$ cat src/rtl/pwm_pkg.sv
// Shared definitions for the PWM generator / capture pair.
// Holds the measurement FSM encoding and the default counter width.
package pwm_pkg;

    localparam int DEFAULT_WIDTH = 16;

    typedef enum logic [1:0] {
        ST_IDLE = 2'd0,
        ST_HIGH = 2'd1,
        ST_LOW  = 2'd2
    } state_e;

endpackage

$ cat src/rtl/sync_edge.sv
// Synchroniser for one asynchronous input, followed by single-cycle rise/fall
// detection on the synchronised level. Usable for any slow async input pin.
module sync_edge #(
    parameter int SYNC_STAGES = 2
) (
    input  logic clk,
    input  logic rst,
    input  logic in,
    output logic level,
    output logic rise,
    output logic fall
);

    logic [SYNC_STAGES-1:0] sync_q, sync_d;
    logic                   prev_q, prev_d;

    always_comb begin
        sync_d = {sync_q[SYNC_STAGES-2:0], in};
        prev_d = sync_q[SYNC_STAGES-1];
    end

    // NOTE: sequential state uses non-blocking assignments so every flop samples
    // the pre-edge value of its neighbour; blocking here would collapse the chain.
    always_ff @(posedge clk or posedge rst) begin
        if (rst) begin
            sync_q <= '0;
            prev_q <= 1'b0;
        end else begin
            sync_q <= sync_d;
            prev_q <= prev_d;
        end
    end

    assign level = sync_q[SYNC_STAGES-1];
    assign rise  =  sync_q[SYNC_STAGES-1] & ~prev_q;
    assign fall  = ~sync_q[SYNC_STAGES-1] &  prev_q;

endmodule

$ cat src/rtl/pwm_capture.sv
// Measures an incoming PWM waveform: period (rise to rise) and high time
// (rise to fall) in clk ticks, with a valid strobe and a stuck-line flag.
module pwm_capture
    import pwm_pkg::*;
#(
    parameter int          WIDTH       = DEFAULT_WIDTH,
    parameter int          SYNC_STAGES = 2,
    parameter int unsigned TIMEOUT     = (1 << WIDTH) - 1
) (
    input  logic             clk,
    input  logic             rst,
    input  logic             in,
    output logic [WIDTH-1:0] period,
    output logic [WIDTH-1:0] duty,
    output logic             valid,
    output logic             stuck,
    output logic             level
);

    localparam logic [WIDTH-1:0] CTR_MAX   = '1;
    localparam logic [WIDTH-1:0] TIMEOUT_V = WIDTH'(TIMEOUT);

    logic rise, fall, level_s;

    sync_edge #(
        .SYNC_STAGES(SYNC_STAGES)
    ) u_sync (
        .clk  (clk),
        .rst  (rst),
        .in   (in),
        .level(level_s),
        .rise (rise),
        .fall (fall)
    );

    state_e           state_q, state_d;
    logic [WIDTH-1:0] ctr_q, ctr_d;
    logic [WIDTH-1:0] hi_lat_q, hi_lat_d;
    logic [WIDTH-1:0] period_q, period_d;
    logic [WIDTH-1:0] duty_q, duty_d;
    logic             valid_q, valid_d;
    logic             stuck_q, stuck_d;
    logic             timed_out;

    // Timeout only counts when no edge arrived this cycle; an edge always wins.
    assign timed_out = (ctr_q == TIMEOUT_V) && !rise && !fall;

    // Free-running tick counter, restarted by every rise and saturating at max.
    always_comb begin
        if (rise) begin
            ctr_d = WIDTH'(1);
        end else if (ctr_q == CTR_MAX) begin
            ctr_d = ctr_q;
        end else begin
            ctr_d = ctr_q + WIDTH'(1);
        end
    end

    // NOTE: every variable gets its hold value first, so no path through the
    // case statement can leave one unassigned and infer a latch.
    always_comb begin
        state_d  = state_q;
        hi_lat_d = hi_lat_q;
        period_d = period_q;
        duty_d   = duty_q;
        valid_d  = 1'b0;
        stuck_d  = stuck_q;

        case (state_q)
            ST_IDLE: begin
                if (rise) begin
                    state_d = ST_HIGH;
                    stuck_d = 1'b0;
                end
            end
            ST_HIGH: begin
                if (fall) begin
                    state_d  = ST_LOW;
                    hi_lat_d = ctr_q;
                end else if (timed_out) begin
                    state_d = ST_IDLE;
                    stuck_d = 1'b1;
                end
            end
            ST_LOW: begin
                if (rise) begin
                    state_d  = ST_HIGH;
                    period_d = ctr_q;
                    duty_d   = hi_lat_q;
                    valid_d  = 1'b1;
                    stuck_d  = 1'b0;
                end else if (timed_out) begin
                    state_d = ST_IDLE;
                    stuck_d = 1'b1;
                end
            end
            default: begin
                state_d = ST_IDLE;
            end
        endcase
    end

    // NOTE: the high-time latch is reset along with everything else so a
    // measurement after reset can never report a stale value.
    always_ff @(posedge clk or posedge rst) begin
        if (rst) begin
            state_q  <= ST_IDLE;
            ctr_q    <= '0;
            hi_lat_q <= '0;
            period_q <= '0;
            duty_q   <= '0;
            valid_q  <= 1'b0;
            stuck_q  <= 1'b0;
        end else begin
            state_q  <= state_d;
            ctr_q    <= ctr_d;
            hi_lat_q <= hi_lat_d;
            period_q <= period_d;
            duty_q   <= duty_d;
            valid_q  <= valid_d;
            stuck_q  <= stuck_d;
        end
    end

    assign period = period_q;
    assign duty   = duty_q;
    assign valid  = valid_q;
    assign stuck  = stuck_q;
    assign level  = level_s;

endmodule
$ cat config.mk
export PLATFORM = sky130hd
export DESIGN_NAME = pwm_capture
export DESIGN_NICKNAME = d
export VERILOG_FILES = /design/src/rtl/pwm_pkg.sv /design/src/rtl/sync_edge.sv /design/src/rtl/pwm_capture.sv
export SDC_FILE = /design/constraint.sdc
export NUM_CORES = 1
export LEC_CHECK = 0
export ABC_AREA = 0
export BUFFER_PORTS_ARGS = -buffer_cell sky130_fd_sc_hd__buf_4
export CAP_MARGIN = 20
export CORE_UTILIZATION = 44
export CTS_CLUSTER_SIZE = 14
export DETAILED_ROUTE_END_ITERATION = 7
export PLACE_DENSITY = 0.67
export SLEW_MARGIN = 25
export SYNTH_ARGS = -nofsm -noshare
export SYNTH_HDL_FRONTEND = slang
export SYNTH_SLANG_ARGS = --single-unit
export TNS_END_PERCENT = 30
$ cat constraint.sdc
create_clock -name clk -period 4 [get_ports clk]
set_input_delay 0 -clock clk [delete_from_list [all_inputs] [get_ports clk]]
set_output_delay 0 -clock clk [all_outputs]
set_load 0.02 [all_outputs]
==> results of run 1 <==
## critical path: stages, from the launching register on
cell and delay, ns:
dfrtp_1 0.46, inv_1 0.09, ha_1 0.24, nand2_1 0.63, mux2_2 0.41
## area by class of cell
cell class	instances	area, um^2
well taps	96	120
fillers	586	3110
clock buffers	9	124
flip-flops and latches	71	1780
repair buffers	41	313
multi-input cells	153	1230
inverters	7	26.3
clock inverters	6	86.3
## cells by family after synthesis
kind of cell	count (synthesis)
AOI/OAI and AO/OA	39
xor gates and xnor gates	3
adders and majority gates	5
buffers and inverters	19
DFF	71
muxes	47
and+or+nand+nor	59
## through the flow
stage                     hold slack, ns  instances
after global placement             0.110        366
after CTS                          0.313        383
after floorplan                   0.0314        243
after detailed placement           0.118        366
final                              0.320        383
after global routing               0.314        383
## power breakdown
part	switching (mW)	leakage, nW	internal (mW)
Clock	0.257	0.105	0.346
Combinational	0.184	0.791	0.163
Sequential	0.0755	0.964	0.800
## placed cells by master (no fill, tap or decap), types with 4 or more instances in the layout
cell,n
mux2_2,46
clkbuf_8,9
a21oi_1,8
and3_1,4
nor2_1,9
o21ai_0,13
nand3_1,6
dfrtp_1,71
nand2_1,11
inv_1,6
ha_1,5
buf_4,39
## worst paths after layout
kind | start | to | depth (start not counted)
worst max-delay path | state_q[1]$_DFFE_PP0P_ | hi_lat_q[0]$_DFFE_PP0P_ | 4
worst min-delay path | in | u_sync.sync_q[0]$_DFF_PP0_ | 2
worst max register to register | state_q[1]$_DFFE_PP0P_ | hi_lat_q[0]$_DFFE_PP0P_ | 4
worst min register to register | u_sync.sync_q[0]$_DFF_PP0_ | u_sync.sync_q[1]$_DFF_PP0_ | 0
max in group asynchronous | rst | ctr_q[11]$_DFFE_PP0N_ | 4
min in group asynchronous | rst | period[1]$_DFFE_PP0P_ | 3
## state kept, by name, indices dropped and copies added (netlist names)
register,count
ctr_q,16
duty,16
hi_lat_q,16
period,16
state_q,2
stuck,1
u_sync.prev_q,1
u_sync.sync_q,2
valid,1
## layer usage
| layer | wire (um) | vias to the layer above | global-route usage [%] |
|---|---|---|---|
| met5 | 0 | - | 0 |
| met4 | 81 | 0 | 6.52 |
| met2 | 2550 | 37 | 26.1 |
| li1 | - | 960 | - |
| met3 | 257 | 9 | 5.20 |
| met1 | 2790 | 999 | 24.0 |
## Yosys cell counts (3+ instances only)
cell type / n / area share, %
nor3_1: 3 / 0.48
a21oi_1: 8 / 1.3
or4_1: 3 / 0.73
buf_2: 8 / 1.3
inv_1: 7 / 0.85
a31oi_1: 3 / 0.60
o21ai_0: 13 / 2.1
nor2_1: 9 / 1.1
dfrtp_1: 71 / 57
nand3_1: 6 / 0.97
mux2_2: 46 / 17
ha_1: 5 / 2.0
and4_1: 3 / 0.85
nor2b_1: 3 / 0.60
nand4_1: 3 / 0.60
and3_1: 4 / 0.81
nand2_1: 11 / 1.3
## repair_timing
action | 4_1_cts | 5_1_grt
hold buffers | 2 | 0
endpoints found under the hold margin | 35 | 0
setup buffers | 0 | 0
==> summary.txt, run 1 <==
Yosys
  – Post-Syn Nets: about 250
  – Main combinational cell family by area after synthesis: multiplexers
  – Netlist cell types: between 40 and 50
  – Register area share after synthesis: around 57%
  – Mux share of post-synthesis cell area: roughly 17%
  – Adder-cell share of the synthesized area: 2.02%
  – FF+latch count, synth: between 70 and 80
  – Cell area after synthesis: 3100 um^2
  – Xor and xnor fraction of the mapped netlist area: less than 1%
  – Synth Area in Compound Gates: roughly 8.0%
  – Yosys warnings: 0
  – Synth Instances: 243
  – Most used DFF post-synth: dfrtp_1
  – Number of flops mapped to enable cells by yosys: 0
  – Mapped Avg Cell Area: roughly 13 um^2
  – Post-synthesis simple-gate area fraction: 11.9%
  – FFs w/ async S/R, synth: 100%

Placed design
  – Place WS: 2.05 ns
  – PortBufs: 37
  – Placement Cell Area: roughly 3500 um^2
  – Gp weighted congestion: about 0.79
  – HPWL after DPL: roughly 3700 um

Drt
  – Via count: 2,005
  – First drt pass iteration count: 4
  – Initial DRC count: ~120
  – DR DRC count: 0
  – Vias/cell: between 5 and 6
  – Post-route ant nets: 0
  – Wirelength per Cell: 14.8 um
  – Final WL: 5680 um

Pwr
  – Pwr/cell area: around 500 nW/um^2
  – Maximum vdd drop: roughly 0.00036 V
  – Overall Power: between 1.5 and 2 mW
  – LEAKAGE: between 1.5 and 2 nW

Cells and area
  – Final Net Count: around 290
  – Synthesis-to-layout area growth: 18.6%
  – Post-Route Utilization: between 50% and 60%
  – ANT cells: 0
  – Share of cells above drive strength 1: approximately two fifths
  – Final Cell Area: between 3000 and 4000 um^2

Clock network
  – CTS sink cnt: between 70 and 80
  – CTS tree: built
  – Clock buffer depth: 2
  – Clock Latency Late Sink: approximately 0.34 ns
  – Worst-path clk slew: around 0.07 ns
  – Root buf cell: clkbuf_8
  – Num CTS Buffers: 9
  – H-tree depth: 3
  – Post-CTS sizing: 0

Global route
  – Largest net degree at the start of global routing: 38
  – Global-route wire length before repair: slightly below 10,000 um
  – Grt ovf: 0
  – GRT Total Usage: between 15 and 20%
  – Initial antenna violation count: 0
  – Vias in the first global route: about 2,000

STA
  – Worst-case clock skew: around 0.012 ns
  – Max frequency: 512 MHz
  – Hold Fails Final Rpt: 0
  – Max-slew headroom: 44.3%
  – Setup TNS: 0 ns
  – Tcrit/Tclk final: 48.8%
  – RSZ-0062 raised after global routing: no
  – Least-Margin Pin Slew: about 0.83 ns
  – Final Max Tran Viols: 0
  – Final setup viols: 0
  – Fin crit period: 1.95 ns
  – Final worst slack: between 2 and 2.5 ns

Floorplanning
  – Top Ports: 38
  – Die width: between 80 and 90 um
  – Rows: 30
  – Core area: slightly below 7000 um^2
  – Initial Util: 45.7%
  – Chip Height: between 80 and 90 um
  – DIE AREA: around 7400 um^2

Critical path
  – Worst Path Arrival: approximately 2.2 ns
  – CP Launch Type: flop
  – Worst reg2reg setup slack: around 2.0 ns
  – Max FO, Critical Path: 17
  – Worst setup EP type: flop
  – Crit Path Class: reg2reg
  – Critical Path RT: between 4 and 5 ns

Run
  – Number of max-cap violations: 0

Status
  – Outcome: finished clean

Min path
  – Worst min path class: in2reg
Note: power is estimated with default switching activity, not from simulation.
==> inputs of run 2 (changes only) <==
Settings changed: ABC_AREA 0 to 1, PLACE_DENSITY 0.67 to 0.7.
Clock period 4 ns to 1.7 ns, I/O delays scaled along.
==> run 2 against run 1 <==
Total power grew 140%. Via count grew 20%. Maximum frequency grew 27%. Non-clock buffer count grew 3.
==> summary.txt, run 2 <==
Critical path
  – Worst setup EP type: flop (unchanged)
  – Critical path's top delay family: simple AND/OR/NAND/NOR gates (unchanged)
  – Worst Path Arrival: 1.81 ns (was 2.17 ns)
  – Crit Path Class: reg2reg (unchanged)
  – Critical Path RT: 1.97 ns (was 4.22 ns)
  – Max FO, Critical Path: 8 (was 17)
  – CP Launch Type: flop (unchanged)
  – Largest stage delay on the critical path: 0.46 ns (was 0.63 ns)
  – Buf/Inv on CP: 1 (unchanged)
  – CP cell instances: ha_1 -> nand3_2 -> clkinv_2 -> nand3_4 -> nor2_8 -> nand2_4 -> o21ai_2 (was inv_1 -> ha_1 -> nand2_1 -> mux2_2)
  – CP max stage cell: dfrtp_1 (was nand2_1)

Yosys
  – Cell area after synthesis: 3130 um^2 (was 3100 um^2)
  – Count leader, synth: nand2_1 (was dfrtp_1)
  – Yosys warnings: 0 (unchanged)
  – Mapped Avg Cell Area: 8.71 um^2 (was 12.8 um^2)
  – Synth top area cells: dfrtp_1 (57%), nand2_1 (15%), o21ai_0 (6.9%), inv_1 (4.7%), nor2_1 (2.8%) (was dfrtp_1 (57%), mux2_2 (17%), o21ai_0 (2.1%), ha_1 (2.0%), nand2_1 (1.3%))
  – Register area share after synthesis: 56.8% (was 57.2%)
  – Synth top cells by count: nand2_1 (122), dfrtp_1 (71), o21ai_0 (43), inv_1 (39), nor2_1 (23) (was dfrtp_1 (71), mux2_2 (46), o21ai_0 (13), nand2_1 (11), nor2_1 (9))
  – FF+latch count, synth: 71 (unchanged)
  – Number of flops mapped to enable cells by yosys: 0 (unchanged)
  – Netlist cell types: 30 (was 46)
  – Post-synth top area cell: dfrtp_1 (unchanged)
  – Post-Syn Nets: 367 (was 251)
  – Synth Instances: 359 (was 243)
  – FFs w/ async S/R, synth: 100% (unchanged)
  – Most used DFF post-synth: dfrtp_1 (unchanged)
  – Top cell type's share of synthesized area: 56.8% (was 57.2%)

Clock network
  – Num CTS Buffers: 9 (unchanged)
  – Post-CTS sizing: 0 (unchanged)
  – CTS sink cnt: 71 (unchanged)
  – CTS tree: built (unchanged)
  – Worst-path clk slew: 0.08 ns (was 0.07 ns)
  – Clock buffer depth: 2 (unchanged)
  – Setup Fix Bufs, Post-CTS: 0 (unchanged)
  – H-tree depth: 3 (unchanged)
  – Clock Latency Late Sink: 0.35 ns (was 0.34 ns)
  – Root buf cell: clkbuf_8 (unchanged)

Floorplanning
  – Core area: 6830 um^2 (was 6790 um^2)
  – Initial Util: 45.8% (was 45.7%)
  – DIE AREA: 7440 um^2 (was 7400 um^2)
  – Die width: 86.3 um (was 86.0 um)
  – Chip Height: 86.3 um (was 86.0 um)
  – Top Ports: 38 (unchanged)
  – Rows: 30 (unchanged)

Drt
  – Vias/cell: 4.75 (was 5.23)
  – DR WL met3: 266 um (was 257 um)
  – Final WL: 6280 um (was 5680 um)
  – Met2 wire len: 2910 um (was 2550 um)
  – Via count: 2,401 (was 2,005)
  – First drt pass iteration count: 4 (unchanged)
  – DR DRC count: 0 (unchanged)
  – Initial DRC count: 129 (was 116)
  – Top Layer Used: met4 (unchanged)
  – Post-route ant nets: 0 (unchanged)
  – Wirelength per Cell: 12.4 um (was 14.8 um)
  – Met1 Routed Length: 2950 um (was 2790 um)

STA
  – Fin crit period: 1.54 ns (was 1.95 ns)
  – Worst-case clock skew: 0.00964 ns (was 0.0120 ns)
  – Setup TNS: 0 ns (unchanged)
  – Hold Fails Final Rpt: 0 (unchanged)
  – Max frequency: 649 MHz (was 512 MHz)
  – Tcrit/Tclk final: 90.6% (was 48.8%)
  – Least-Margin Pin Slew: 0.515 ns (was 0.833 ns)
  – Final Max Tran Viols: 0 (unchanged)
  – Final setup viols: 0 (unchanged)
  – Final worst slack: 0.160 ns (was 2.05 ns)
  – Max-slew headroom: 65.6% (was 44.3%)
  – RSZ-0062 raised after global routing: no (unchanged)

Global route
  – Largest net degree at the start of global routing: 51 (was 38)
  – Initial antenna violation count: 0 (unchanged)
  – Global-route wire length before repair: 10,600 um (was 9910 um)
  – Grt ovf: 0 (unchanged)
  – GRT Total Usage: 18.7% (was 17.5%)
  – Vias in the first global route: 2,247 (was 2,014)

Placed design
  – Gp weighted congestion: 0.927 (was 0.792)
  – HPWL after DPL: 4420 um (was 3720 um)
  – Place WS: 0.167 ns (was 2.05 ns)
  – Placed cell count: 487 (was 366)
  – PortBufs: 37 (unchanged)

Cells and area
  – Most frequent cells in the layout: nand2_1 (122), dfrtp_1 (71), o21ai_0 (43) (was dfrtp_1 (71), mux2_2 (46), buf_4 (39))
  – Commonest non-fill, non-tap cell in the layout: nand2_1 (was dfrtp_1)
  – ANT cells: 0 (unchanged)
  – Share of cells above drive strength 1: 18.6% (was 38.7%)
  – Fillers: 619 (was 586)
  – Final Net Count: 412 (was 291)
  – Fin cells: 505 (was 383)
  – Synthesis-to-layout area growth: 21.1% (was 18.6%)

Status
  – Outcome: finished clean (unchanged)

Pwr
  – Maximum vdd drop: 0.000475 V (was 0.000364 V)
  – Overall Power: 4.43 mW (was 1.83 mW)
  – Pwr/cell area: 1170 nW/um^2 (was 496 nW/um^2)
  – LEAKAGE: 1.98 nW (was 1.86 nW)

Run
  – Number of max-cap violations: 0 (unchanged)

Min path
  – Worst min path class: in2async (was in2reg)
## run 2: cell types whose count changed after synthesis, sizes merged, moves of 3 or more
cell and delta:
nor2b -3, inv +35, and4 -3, nand3 +11, nor4 -3, buf -3, or4 -3, o21ai +29
nand2 +113, mux2 -46, nor2 +18, and3 -4, nand4 -3, a31o -3
## run 2: area by class of cell
cell class | instances | area [um^2] | share of cell area (%)
clock buffers | 9 | 124 | 3.27
clock inverters | 7 | 120 | 3.17
inverters | 43 | 166 | 4.40
multi-input cells | 235 | 1120 | 29.5
flip-flops and latches | 71 | 1780 | 46.9
well taps | 96 | 120 | 3.17
repair buffers | 44 | 360 | 9.52
## run 2: worst paths after layout
path	start	to	slack [ns]	cells past startpoint
max reg2reg	ctr_q[0]$_DFFE_PP0N_	ctr_q[1]$_DFFE_PP0N_	0.16	7
min reg2reg	u_sync.sync_q[0]$_DFF_PP0_	u_sync.sync_q[1]$_DFF_PP0_	0.35	0
max in group asynchronous	rst	ctr_q[10]$_DFFE_PP0N_	0.84	4
min in group clk	in	u_sync.sync_q[0]$_DFF_PP0_	0.30	2
max	ctr_q[0]$_DFFE_PP0N_	ctr_q[1]$_DFFE_PP0N_	0.16	7
min	rst	state_q[0]$_DFFE_PP0P_	0.25	3
## run 2: per-layer routing
layer / vias up / GRT usage, %
li1: 1218 / -
met1: 1109 / 24.2
met2: 58 / 28.5
met3: 16 / 5.62
met4: 0 / 9.85
met5: - / 0
## run 2: worst register-to-register path, delay by kind of cell (launching register included)
| family | cells | cell delay, ns |
|---|---|---|
| fa+ha+maj | 1 | 0.24 |
| flops | 1 | 0.46 |
| compound gates | 1 | 0.13 |
| buf+inv | 1 | 0.10 |
| simple gates | 4 | 0.54 |
## run 2: timing repair
action,CTS,global route
hold buffers,2,0
hold endpoints to repair,22,0
setup endpoints to repair,0,0
## run 2: logic make-up after synthesis
family | synth area share, %
AOI/OAI and AO/OA | 8.81
xor gates and xnor gates | 0.280
adders and majority gates | 2.00
buffers and inverters | 7.41
DFF | 56.8
and+or+nand+nor | 24.7
## run 2: stage by stage
stage | hold slack (ns) | util, % | cell area [um^2]
floorplan | 0.0314 | - | 3130
global placement | 0.0738 | 51.5 | 3520
detailed placement | 0.0711 | 51.5 | 3520
CTS | 0.246 | 55.4 | 3780
global route | 0.283 | 55.4 | 3780
finish | 0.248 | 55.4 | 3780
## run 2: power breakdown
group          switching [mW]  total (mW)  internal [mW]
clock network           0.649        1.63          0.979
registers               0.148        2.02           1.87
logic                   0.485       0.791          0.306
==> inputs of run 3 (changes only) <==
Settings changed: ABC_CLOCK_PERIOD_IN_PS set to 1700, CORE_UTILIZATION 44 to 40, PLACE_DENSITY 0.7 to 0.65.
==> run 3 against run 2 <==
Die area up 9.8%. Count of clock-buffer cells in the layout up 2. Hold slack better by 0.058 ns. Sequential share of layout area increased by 0.52 points. Critical path type unchanged. Critical endpoint unchanged. Largest cell class unchanged.
==> summary.txt, run 3 (synthesis gave the netlist of run 2 again) <==
Floorplanning
  – Top Ports: 38 (unchanged)
  – Core area: 7410 um^2 (was 6830 um^2)
  – Die width: 90.4 um (was 86.3 um)
  – Initial Util: 42.2% (was 45.8%)
  – DIE AREA: 8170 um^2 (was 7440 um^2)
  – Rows: 31 (was 30)
  – Chip Height: 90.4 um (was 86.3 um)

Clock network
  – CTS tree: built (unchanged)
  – Num CTS Buffers: 9 (unchanged)
  – Worst-path clk slew: 0.07 ns (was 0.08 ns)
  – H-tree depth: 3 (unchanged)
  – Root buf cell: clkbuf_8 (unchanged)
  – Clock buffer depth: 2 (unchanged)
  – CTS sink cnt: 71 (unchanged)
  – Clock Latency Late Sink: 0.34 ns (was 0.35 ns)

STA
  – Setup TNS: 0 ns (unchanged)
  – Hold Fails Final Rpt: 0 (unchanged)
  – Worst-case clock skew: 0.00819 ns (was 0.00964 ns)
  – Final setup viols: 0 (unchanged)
  – Max frequency: 647 MHz (was 649 MHz)
  – Final Max Tran Viols: 0 (unchanged)
  – Least-Margin Pin Slew: 0.389 ns (was 0.515 ns)
  – Fin Hold WS: 0.306 ns (was 0.248 ns)
  – RSZ-0062 raised after global routing: no (unchanged)
  – Max-slew headroom: 74.1% (was 65.6%)
  – Tcrit/Tclk final: 90.9% (was 90.6%)
  – Fin crit period: 1.55 ns (was 1.54 ns)

Global route
  – GRT Total Usage: 17.0% (was 18.7%)
  – Grt ovf: 0 (unchanged)
  – Largest net degree at the start of global routing: 72 (was 51)
  – Vias in the first global route: 2,267 (was 2,247)
  – Global-route wire length before repair: 11,000 um (was 10,600 um)
  – Initial antenna violation count: 0 (unchanged)

Critical path
  – Max FO, Critical Path: 8 (unchanged)
  – Largest stage delay on the critical path: 0.45 ns (was 0.46 ns)
  – Buf/Inv on CP: 1 (unchanged)
  – Crit Path Class: reg2reg (unchanged)
  – Critical Path RT: 1.97 ns (about the same)
  – CP max stage cell: dfrtp_1 (unchanged)
  – Worst Path Arrival: 1.81 ns (about the same)
  – CP cell instances: ha_1 -> nand3_2 -> clkinv_2 -> nand3_4 -> nor2_8 -> nand2_4 -> o21ai_2 (unchanged)
  – Worst setup EP type: flop (unchanged)
  – Crit. Startpoint: ctr_q[0]$_DFFE_PP0N_ (unchanged)
  – R2R Path Start: ctr_q[0]$_DFFE_PP0N_ (unchanged)
  – Critical path's top delay family: simple AND/OR/NAND/NOR gates (unchanged)
  – CP Launch Type: flop (unchanged)

Placed design
  – Gp weighted congestion: 0.903 (was 0.927)
  – HPWL after DPL: 4410 um (was 4420 um)
  – PortBufs: 37 (unchanged)

Cells and area
  – Most frequent cells in the layout: nand2_1 (122), dfrtp_1 (71), o21ai_0 (43) (unchanged)
  – Multi-input gate area: 1120 um^2 (unchanged)
  – Register area: 1780 um^2 (unchanged)
  – Synthesis-to-layout area growth: 19.8% (was 21.1%)
  – Fillers: 718 (was 619)
  – ANT cells: 0 (unchanged)
  – Final Net Count: 412 (unchanged)
  – Share of cells above drive strength 1: 18.3% (was 18.6%)
  – Commonest non-fill, non-tap cell in the layout: nand2_1 (unchanged)

Pwr
  – Pwr/cell area: 1110 nW/um^2 (was 1170 nW/um^2)
  – Maximum vdd drop: 0.000422 V (was 0.000475 V)
  – LEAKAGE: 1.95 nW (was 1.98 nW)

Drt
  – Final WL: 6320 um (was 6280 um)
  – Via count: 2,389 (was 2,401)
  – Vias/cell: 4.70 (was 4.75)
  – First drt pass iteration count: 4 (unchanged)
  – Post-route ant nets: 0 (unchanged)
  – Wirelength per Cell: 12.4 um (about the same)
  – DR DRC count: 0 (unchanged)
  – Initial DRC count: 87 (was 129)

Status
  – Outcome: finished clean (unchanged)

Run
  – Number of max-cap violations: 0 (unchanged)

Min path
  – Worst min path class: in2async (unchanged)
==> run 3: cell types whose count changed in the layout (fill, tap and decap cells not counted), sizes merged <==
cell and delta:
clkbuf +2, bufinv -2, clkinvlp +2, inv -1, clkinv -1
==> run 3: metal layers <==
layer | vias up | GRT usage (%) | share of wire, %
met3 | 6 | 4.12 | 4.0
met2 | 48 | 26.1 | 46
li1 | 1222 | - | -
met5 | - | 0 | 0
met4 | 0 | 7.12 | 1.2
met1 | 1113 | 23.1 | 49
==> run 3: power breakdown <==
group	total, mW	leakage (nW)	switching, mW	internal, mW
combinational	0.806	0.890	0.494	0.313
clock	1.32	0.0916	0.606	0.715
sequential	2.01	0.968	0.147	1.87
total	4.14	1.95	1.25	2.90
==> run 3: area by class of cell <==
cell class | instances | area share (%)
inverter | 43 | 4.45
clock buffer | 11 | 3.78
multi-input combinational | 235 | 29.8
clock inverter | 5 | 1.54
sequential | 71 | 47.5
tap | 99 | 3.31
timing repair buffer | 44 | 9.63
==> run 3: what timing repair did <==
action,in CTS,in global routing
endpoints found under the hold margin,72,0
hold buffers,2,0
resized for setup,0,0
setup buffers,0,0
==> run 3: per-stage QoR <==
step / power [mW] / setup slack [ns] / utilization [%] / cell area, um^2 / instances
after floorplan: 2.57 / 0.350 / - / 3130 / 359
after global placement: 2.83 / 0.269 / 47.6 / 3520 / 490
after detailed placement: 2.86 / 0.205 / 47.6 / 3520 / 490
after CTS: 4.20 / 0.164 / 50.5 / 3740 / 508
after global routing: 4.40 / 0.0206 / 50.5 / 3740 / 508
final: 4.14 / 0.155 / 50.5 / 3740 / 508
==> run 3: worst reg2reg max path: cells and delay by family, from the launching register on <==
| kind | cells | cell delay, ns |
|---|---|---|
| fa+ha+maj | 1 | 0.25 |
| compound gates | 1 | 0.12 |
| simple gates | 4 | 0.56 |
| buf+inv | 1 | 0.10 |
| flops | 1 | 0.45 |
==> run 3: path summary, 6_finish.rpt <==
kind                                              end  slack (ns)  depth (start not counted)
max                              ctr_q[1]$_DFFE_PP0N_        0.15                          7
min                                 stuck$_DFFE_PP0P_        0.31                          4
max reg2reg                      ctr_q[1]$_DFFE_PP0N_        0.15                          7
min reg2reg                u_sync.sync_q[1]$_DFF_PP0_        0.36                          0
max in group asynchronous       ctr_q[15]$_DFFE_PP0N_        1.07                          4
min in group clk           u_sync.sync_q[0]$_DFF_PP0_        0.31                          2
